[src/rtl/anton_neopixel_apb_loader.sv]
// anton_neopixel_apb_loader: streaming APB master that feeds the neopixel APB
// slave. Buffers {last, byte} entries in a small FIFO and writes each byte to
// the raw pixel buffer at an auto-incrementing index. After the last byte of a
// frame it raises syncStart for SYNC_HOLD cycles.
module anton_neopixel_apb_loader #(
  parameter logic [15:0] BUFFER_END = 16'd767,
  parameter int unsigned FIFO_DEPTH = 4,
  parameter logic [1:0]  REGION     = 2'b00,
  parameter int unsigned SYNC_HOLD  = 4
) (
  input  logic        apbPclk,
  input  logic        apbPresern,
  input  logic        pixValid,
  input  logic [7:0]  pixData,
  input  logic        pixLast,
  output logic        pixReady,
  output logic        apbPselx,
  output logic        apbPenable,
  output logic        apbPwrite,
  output logic [19:0] apbPaddr,
  output logic [7:0]  apbPwData,
  input  logic        apbPready,
  input  logic        apbPslverr,
  output logic        syncStart,
  output logic        frameDone,
  output logic        slvErr,
  output logic        busy
);

  localparam int unsigned AW        = $clog2(FIFO_DEPTH);
  localparam logic [AW:0] DEPTH_L   = (AW+1)'(FIFO_DEPTH);
  localparam logic [AW:0] ONE_L     = (AW+1)'(1);
  localparam logic [7:0]  HOLD_LAST = 8'(SYNC_HOLD - 1);

  typedef enum logic [1:0] {IDLE, SETUP, ACCESS, SYNC} state_t;

  state_t      state;
  logic [8:0]  mem [FIFO_DEPTH];
  logic [AW:0] wrPtr;
  logic [AW:0] rdPtr;
  logic [AW:0] count;
  logic [AW-1:0] rdNext;
  logic        empty;
  logic        full;
  logic        push;
  logic        pop;
  logic        headLast;
  logic [7:0]  headData;
  logic [7:0]  nextData;
  logic        moreAfterPop;
  logic [15:0] index;
  logic [15:0] indexInc;
  logic [7:0]  holdCnt;

  assign count    = wrPtr - rdPtr;
  assign empty    = (count == '0);
  assign full     = (count == DEPTH_L);
  assign pixReady = apbPresern && !full;
  assign push     = pixValid && pixReady;
  assign pop      = (state == ACCESS) && apbPready;
  assign {headLast, headData} = mem[rdPtr[AW-1:0]];
  assign rdNext   = rdPtr[AW-1:0] + AW'(1);
  // Entry following the head after a pop; when the FIFO holds a single entry
  // it can only be the byte being pushed on this same edge.
  assign nextData     = (count > ONE_L) ? mem[rdNext][7:0] : pixData;
  assign moreAfterPop = (count > ONE_L) || push;
  assign indexInc     = (index == BUFFER_END) ? '0 : index + 16'd1;
  assign busy         = (state != IDLE) || !empty;

  // FIFO storage; pushes are blocked while in reset via pixReady.
  always_ff @(posedge apbPclk) begin
    if (push) mem[wrPtr[AW-1:0]] <= {pixLast, pixData};
  end

  // FIFO pointers.
  always_ff @(posedge apbPclk) begin
    if (!apbPresern) begin
      wrPtr <= '0;
      rdPtr <= '0;
    end else begin
      if (push) wrPtr <= wrPtr + ONE_L;
      if (pop)  rdPtr <= rdPtr + ONE_L;
    end
  end

  // APB master FSM with registered bus outputs, index and sync pulse.
  always_ff @(posedge apbPclk) begin
    if (!apbPresern) begin
      state      <= IDLE;
      apbPselx   <= 1'b0;
      apbPenable <= 1'b0;
      apbPwrite  <= 1'b0;
      apbPaddr   <= '0;
      apbPwData  <= '0;
      syncStart  <= 1'b0;
      frameDone  <= 1'b0;
      slvErr     <= 1'b0;
      index      <= '0;
      holdCnt    <= '0;
    end else begin
      case (state)
        IDLE: begin
          if (!empty) begin
            state      <= SETUP;
            apbPselx   <= 1'b1;
            apbPenable <= 1'b0;
            apbPwrite  <= 1'b1;
            apbPaddr   <= {REGION, index, 2'b00};
            apbPwData  <= headData;
          end
        end
        SETUP: begin
          state      <= ACCESS;
          apbPenable <= 1'b1;
        end
        ACCESS: begin
          if (apbPready) begin
            if (apbPslverr) slvErr <= 1'b1;
            if (headLast) begin
              index      <= '0;
              state      <= SYNC;
              apbPselx   <= 1'b0;
              apbPenable <= 1'b0;
              apbPwrite  <= 1'b0;
              syncStart  <= 1'b1;
              frameDone  <= (HOLD_LAST == 8'd0);
              holdCnt    <= '0;
            end else begin
              index <= indexInc;
              // Back-to-back: go straight to SETUP for the next entry.
              if (moreAfterPop) begin
                state      <= SETUP;
                apbPenable <= 1'b0;
                apbPaddr   <= {REGION, indexInc, 2'b00};
                apbPwData  <= nextData;
              end else begin
                state      <= IDLE;
                apbPselx   <= 1'b0;
                apbPenable <= 1'b0;
                apbPwrite  <= 1'b0;
              end
            end
          end
        end
        SYNC: begin
          if (holdCnt == HOLD_LAST) begin
            state     <= IDLE;
            syncStart <= 1'b0;
            frameDone <= 1'b0;
          end else begin
            holdCnt   <= holdCnt + 8'd1;
            frameDone <= ((holdCnt + 8'd1) == HOLD_LAST);
          end
        end
        default: state <= IDLE;
      endcase
    end
  end

endmodule

[config.mk]
export PLATFORM = sky130hd
export DESIGN_NAME = anton_neopixel_apb_loader
export DESIGN_NICKNAME = d
export VERILOG_FILES = /design/src/rtl/anton_neopixel_apb_loader.sv
export SDC_FILE = /design/constraint.sdc
export NUM_CORES = 1
export LEC_CHECK = 0
export CAP_MARGIN = 5
export CORE_MARGIN = 4
export CORE_UTILIZATION = 57
export DETAILED_ROUTE_END_ITERATION = 12
export PLACE_DENSITY = 0.79
export SLEW_MARGIN = 20
export SYNTH_ARGS = -nofsm -noshare
export SYNTH_HDL_FRONTEND = slang
export SYNTH_SLANG_ARGS = --single-unit
[constraint.sdc]
create_clock -name apbPclk -period 2.8 [get_ports apbPclk]
set_input_delay 0.56 -clock apbPclk [delete_from_list [all_inputs] [get_ports apbPclk]]
set_output_delay 0.56 -clock apbPclk [all_outputs]
set_load 0.01 [all_outputs]
==> key figures <==
Yosys
  – Sequential area share after synthesis: around 47%
  – Cell accounting for the most synthesized area: dfxtp_1
  – Syn Area/Cell: 9.88 um^2
  – Largest family of logic cells by synthesized area: simple AND/OR/NAND/NOR gates
  – Async S/R FF share, synth: 0%
  – Synth top area share: around a quarter
  – Post-synthesis mux area share: approximately 10%
  – Post-synth EDFFs: 36
  – Post-synthesis cell area: 0.00499 mm^2
  – Yosys reg bits: 99
  – Synth unique cells: 56
  – Synth Area in Adders: 2.66%
  – Top cells by area, synth: dfxtp_1 (25%), edfxtp_1 (22%), mux4_2 (7.7%)
  – Post-Synth Simple-Gate Area: 17.9%
  – Top_reg_cell synth: dfxtp_1
  – XOR/XNOR Fraction of Synth Area: 2.73%
  – Cells after Synth: 505
  – Synth warn: 0
  – Synth Area in Compound Gates: 15.1%

Place
  – Post-DP Area: 0.00554 mm^2
  – DP HPWL: 7590 um
  – I/O Buffers: 45
  – Routability cong.: 0.891

STA
  – Part of the cycle the worst path needs: 98.1%
  – Final setup violating endpoints: 0
  – RSZ-0062 raised after global routing: true
  – Pin slew with the least headroom to its limit: 852 ps
  – Final hold vios: 0
  – Max transition margin: between 40 and 50%
  – Achievable Freq: roughly 0.36 GHz
  – Slew Limit Fails: 0
  – Minimum clock period: 2750 ps
  – Post-route clock skew: 12.7 ps

Cells and area
  – Util after Layout: about two thirds
  – Post-route design area: between 0.005 and 0.006 mm^2
  – Syn-to-layout area delta: 14.6%
  – Ant diodes: 0
  – Storage cell area: approximately 0.0023 mm^2
  – Footprint of the multi-input gates: 0.00244 mm^2
  – # nets final: 564
  – Fill count: 653
  – Share of layout cells above drive strength 1: 12.7%

Clock network
  – Clock sink count: just under 100
  – TritonCTS buffer count: 9
  – CTS root buffer: clkbuf_8
  – Worst-Skew Late Latency: 370 ps
  – CTS tree: done
  – # H-tree levels: 3
  – CTS Buffer Depth: 2
  – Hold_buf cts: 0
  – Worst-path clk slew: ~100 ps

Routing
  – Routed vias: slightly above 4000
  – Via density: between 6 and 7
  – Detailed Route Iter0 Violations: 228
  – Drc violations: 0
  – Drt wl/cell: 17.5 um
  – 1st-pass router iterations: 5
  – Routed WL: 11400 um
  – Final ANT Viol Nets: 0

Global route
  – Vias in the first global route: 3790
  – Largest net degree at the start of global routing: 52
  – First-pass GRT wire length: 19000 um
  – Total GRT Usage: roughly a quarter
  – GRT Residual Overflow: 0
  – Initial antenna violation count: 0

Floorplanning
  – Die area: 0.0103 mm^2
  – CORE AREA: 0.00838 mm^2
  – Die Width: 102 um
  – Die height: slightly above 100 um
  – Initial Utilization: 59.5%
  – Number of cell rows: 33
  – # IOs: 50

Worst hold path
  – Worst hold stages: 2
  – Worst min path class: register to register
  – Hold Startpoint: apbPwData[0]
  – Hold endpoint: apbPwData[0]

Setup path
  – Reg-to-Reg End: mem[3][8]
  – Worst-path maximum fanout: 3
  – Worst setup EP type: output port
  – Worst Setup Path Type: register to output port
  – Register-to-Register Path Depth: 8
  – R2R setup slack: 230 ps
  – RR Startpoint: wrPtr[0]
  – CP startpoint kind: register
  – CP required: 2240 ps
  – Crit path DAT: 2190 ps

Pwr
  – Switching share of power: 34.4%
  – P per Cell Area: between 700 and 800 mW/mm^2
  – Register share of total power: 43.2%
  – Switching pwr: 1420 uW
  – Leakage: 0.00188 uW
  – Worst VDD drop: a little over 0.5 mV
  – Power share of the clock group: 20.6%
  – Gate power share: 36.2%
  – Int Power: approximately 2700 uW

Run
  – Max Cap Viol: 0

Status
  – Outcome: finished, final reports clean
-- sequential cells by signal (all words and copies together) (netlist names), named ones only --
name / count
mem: 36
apbPaddr: 16
index: 16
apbPwData: 8
holdCnt: 8
rdPtr: 3
wrPtr: 3
state: 2
apbPenable: 1
apbPwrite: 1
frameDone: 1
slvErr: 1
syncStart: 1
-- metrics by stage --
step                      cells  setup slack [ps]  hold slack [ps]  power [uW]  setup TNS, ps
after floorplan             508               191              468        2730              0
after global placement      633              86.0              444        3270              0
after detailed placement    633              44.7              452        3300              0
after CTS                   649              11.8              465        4140              0
after global routing        650             -80.0              480        4380          -80.0
final                       650              53.1              460        4120              0
-- what timing repair did --
action	CTS	global route
pin swaps	0	1
buffers inserted	0	1
resized for setup	6	2
setup endpoints to repair	2	1
-- logic make-up (layout without fill, tap and decap cells) --
group           count (synthesis)  after routing
other cells                     1              4
simple gates                  185            185
mux                            27             27
xor+xnor                       14             14
buf+inv                        51             88
compound gates                118            118
flops                          99             99
fa+ha+maj                      10             10
-- worst max-delay path by stage --
stage / start / endpoint / slack (ps)
2_1_floorplan: wrPtr[0] / busy / 190
3_3_place_gp: wrPtr[0] / busy / 90
3_5_place_dp: wrPtr[0] / busy / 40
4_1_cts: wrPtr[0] / busy / 10
5_1_grt: wrPtr[0] / pixReady / -80
6_report: wrPtr[0] / pixReady / 50
-- synthesized netlist by cell type (2+ instances only) --
cell and count:
a211oi_1 12, a21o_1 2, a21oi_1 36, a311oi_1 3
a31oi_1 4, a41oi_1 2, and2_1 7, and3_1 7
and4_1 3, buf_1 2, buf_2 2, buf_4 8
clkbuf_1 30, dfxtp_1 63, edfxtp_1 36, ha_1 9
inv_1 8, mux2_2 9, mux4_2 17, nand2_1 43
nand2b_1 3, nand3_1 24, nand4_1 7, nand4b_1 3
nor2_1 59, nor2b_1 4, nor3_1 8, nor4_1 2
o2111ai_1 3, o211ai_1 9, o21a_1 3, o21ai_0 29
o22ai_1 2, o41ai_1 4, or3_1 4, or4_1 7
xnor2_1 7, xor2_1 6
-- power by group through the flow --
stage               combinational [uW]  clock [uW]  sequential [uW]
floorplan                          878           0             1850
global placement                  1470           0             1800
detailed placement                1490           0             1810
CTS                               1500         864             1780
global route                      1630         941             1800
finish                            1490         848             1780
-- per-layer routing --
metal / wire [um] / part of all wire [%] / global-route usage, % / vias to the layer above
li1: - / - / - / 1927
met1: 4700 / 41 / 31.7 / 1928
met2: 5620 / 49 / 38.1 / 194
met3: 887 / 7.8 / 4.41 / 20
met4: 196 / 1.7 / 7.67 / 0
met5: 0 / 0 / 0 / -
-- area by class of cell --
cell class / instances / share of cell area [%]
timing repair buffer: 64 / 10.5
multi-input combinational: 358 / 42.7
clock buffer: 11 / 2.30
tap: 105 / 2.30
clock inverter: 5 / 0.787
sequential: 99 / 41.0
inverter: 8 / 0.525
-- critical path: stages (launching register included) --
cell	delay, ps
dfxtp_2	340
inv_1	70
ha_2	200
fa_2	360
buf_4	150
xnor2_1	170
xnor2_1	160
a21oi_1	90
dlygate4sd2_1	290
-- layout by cell type, fill, tap and decap left out, drive strengths merged, types with 8 or more instances in the layout --
cell type	instances
nor3	8
a21oi	37
dfxtp	63
mux2	9
nand3	24
o21ai	29
buf	20
mux4	17
ha	9
clkdlybuf4s50	43
o211ai	9
edfxtp	36
nand2	44
inv	11
clkbuf	11
nor2	59
a211oi	12
Power figures use the tool's default switching activity.
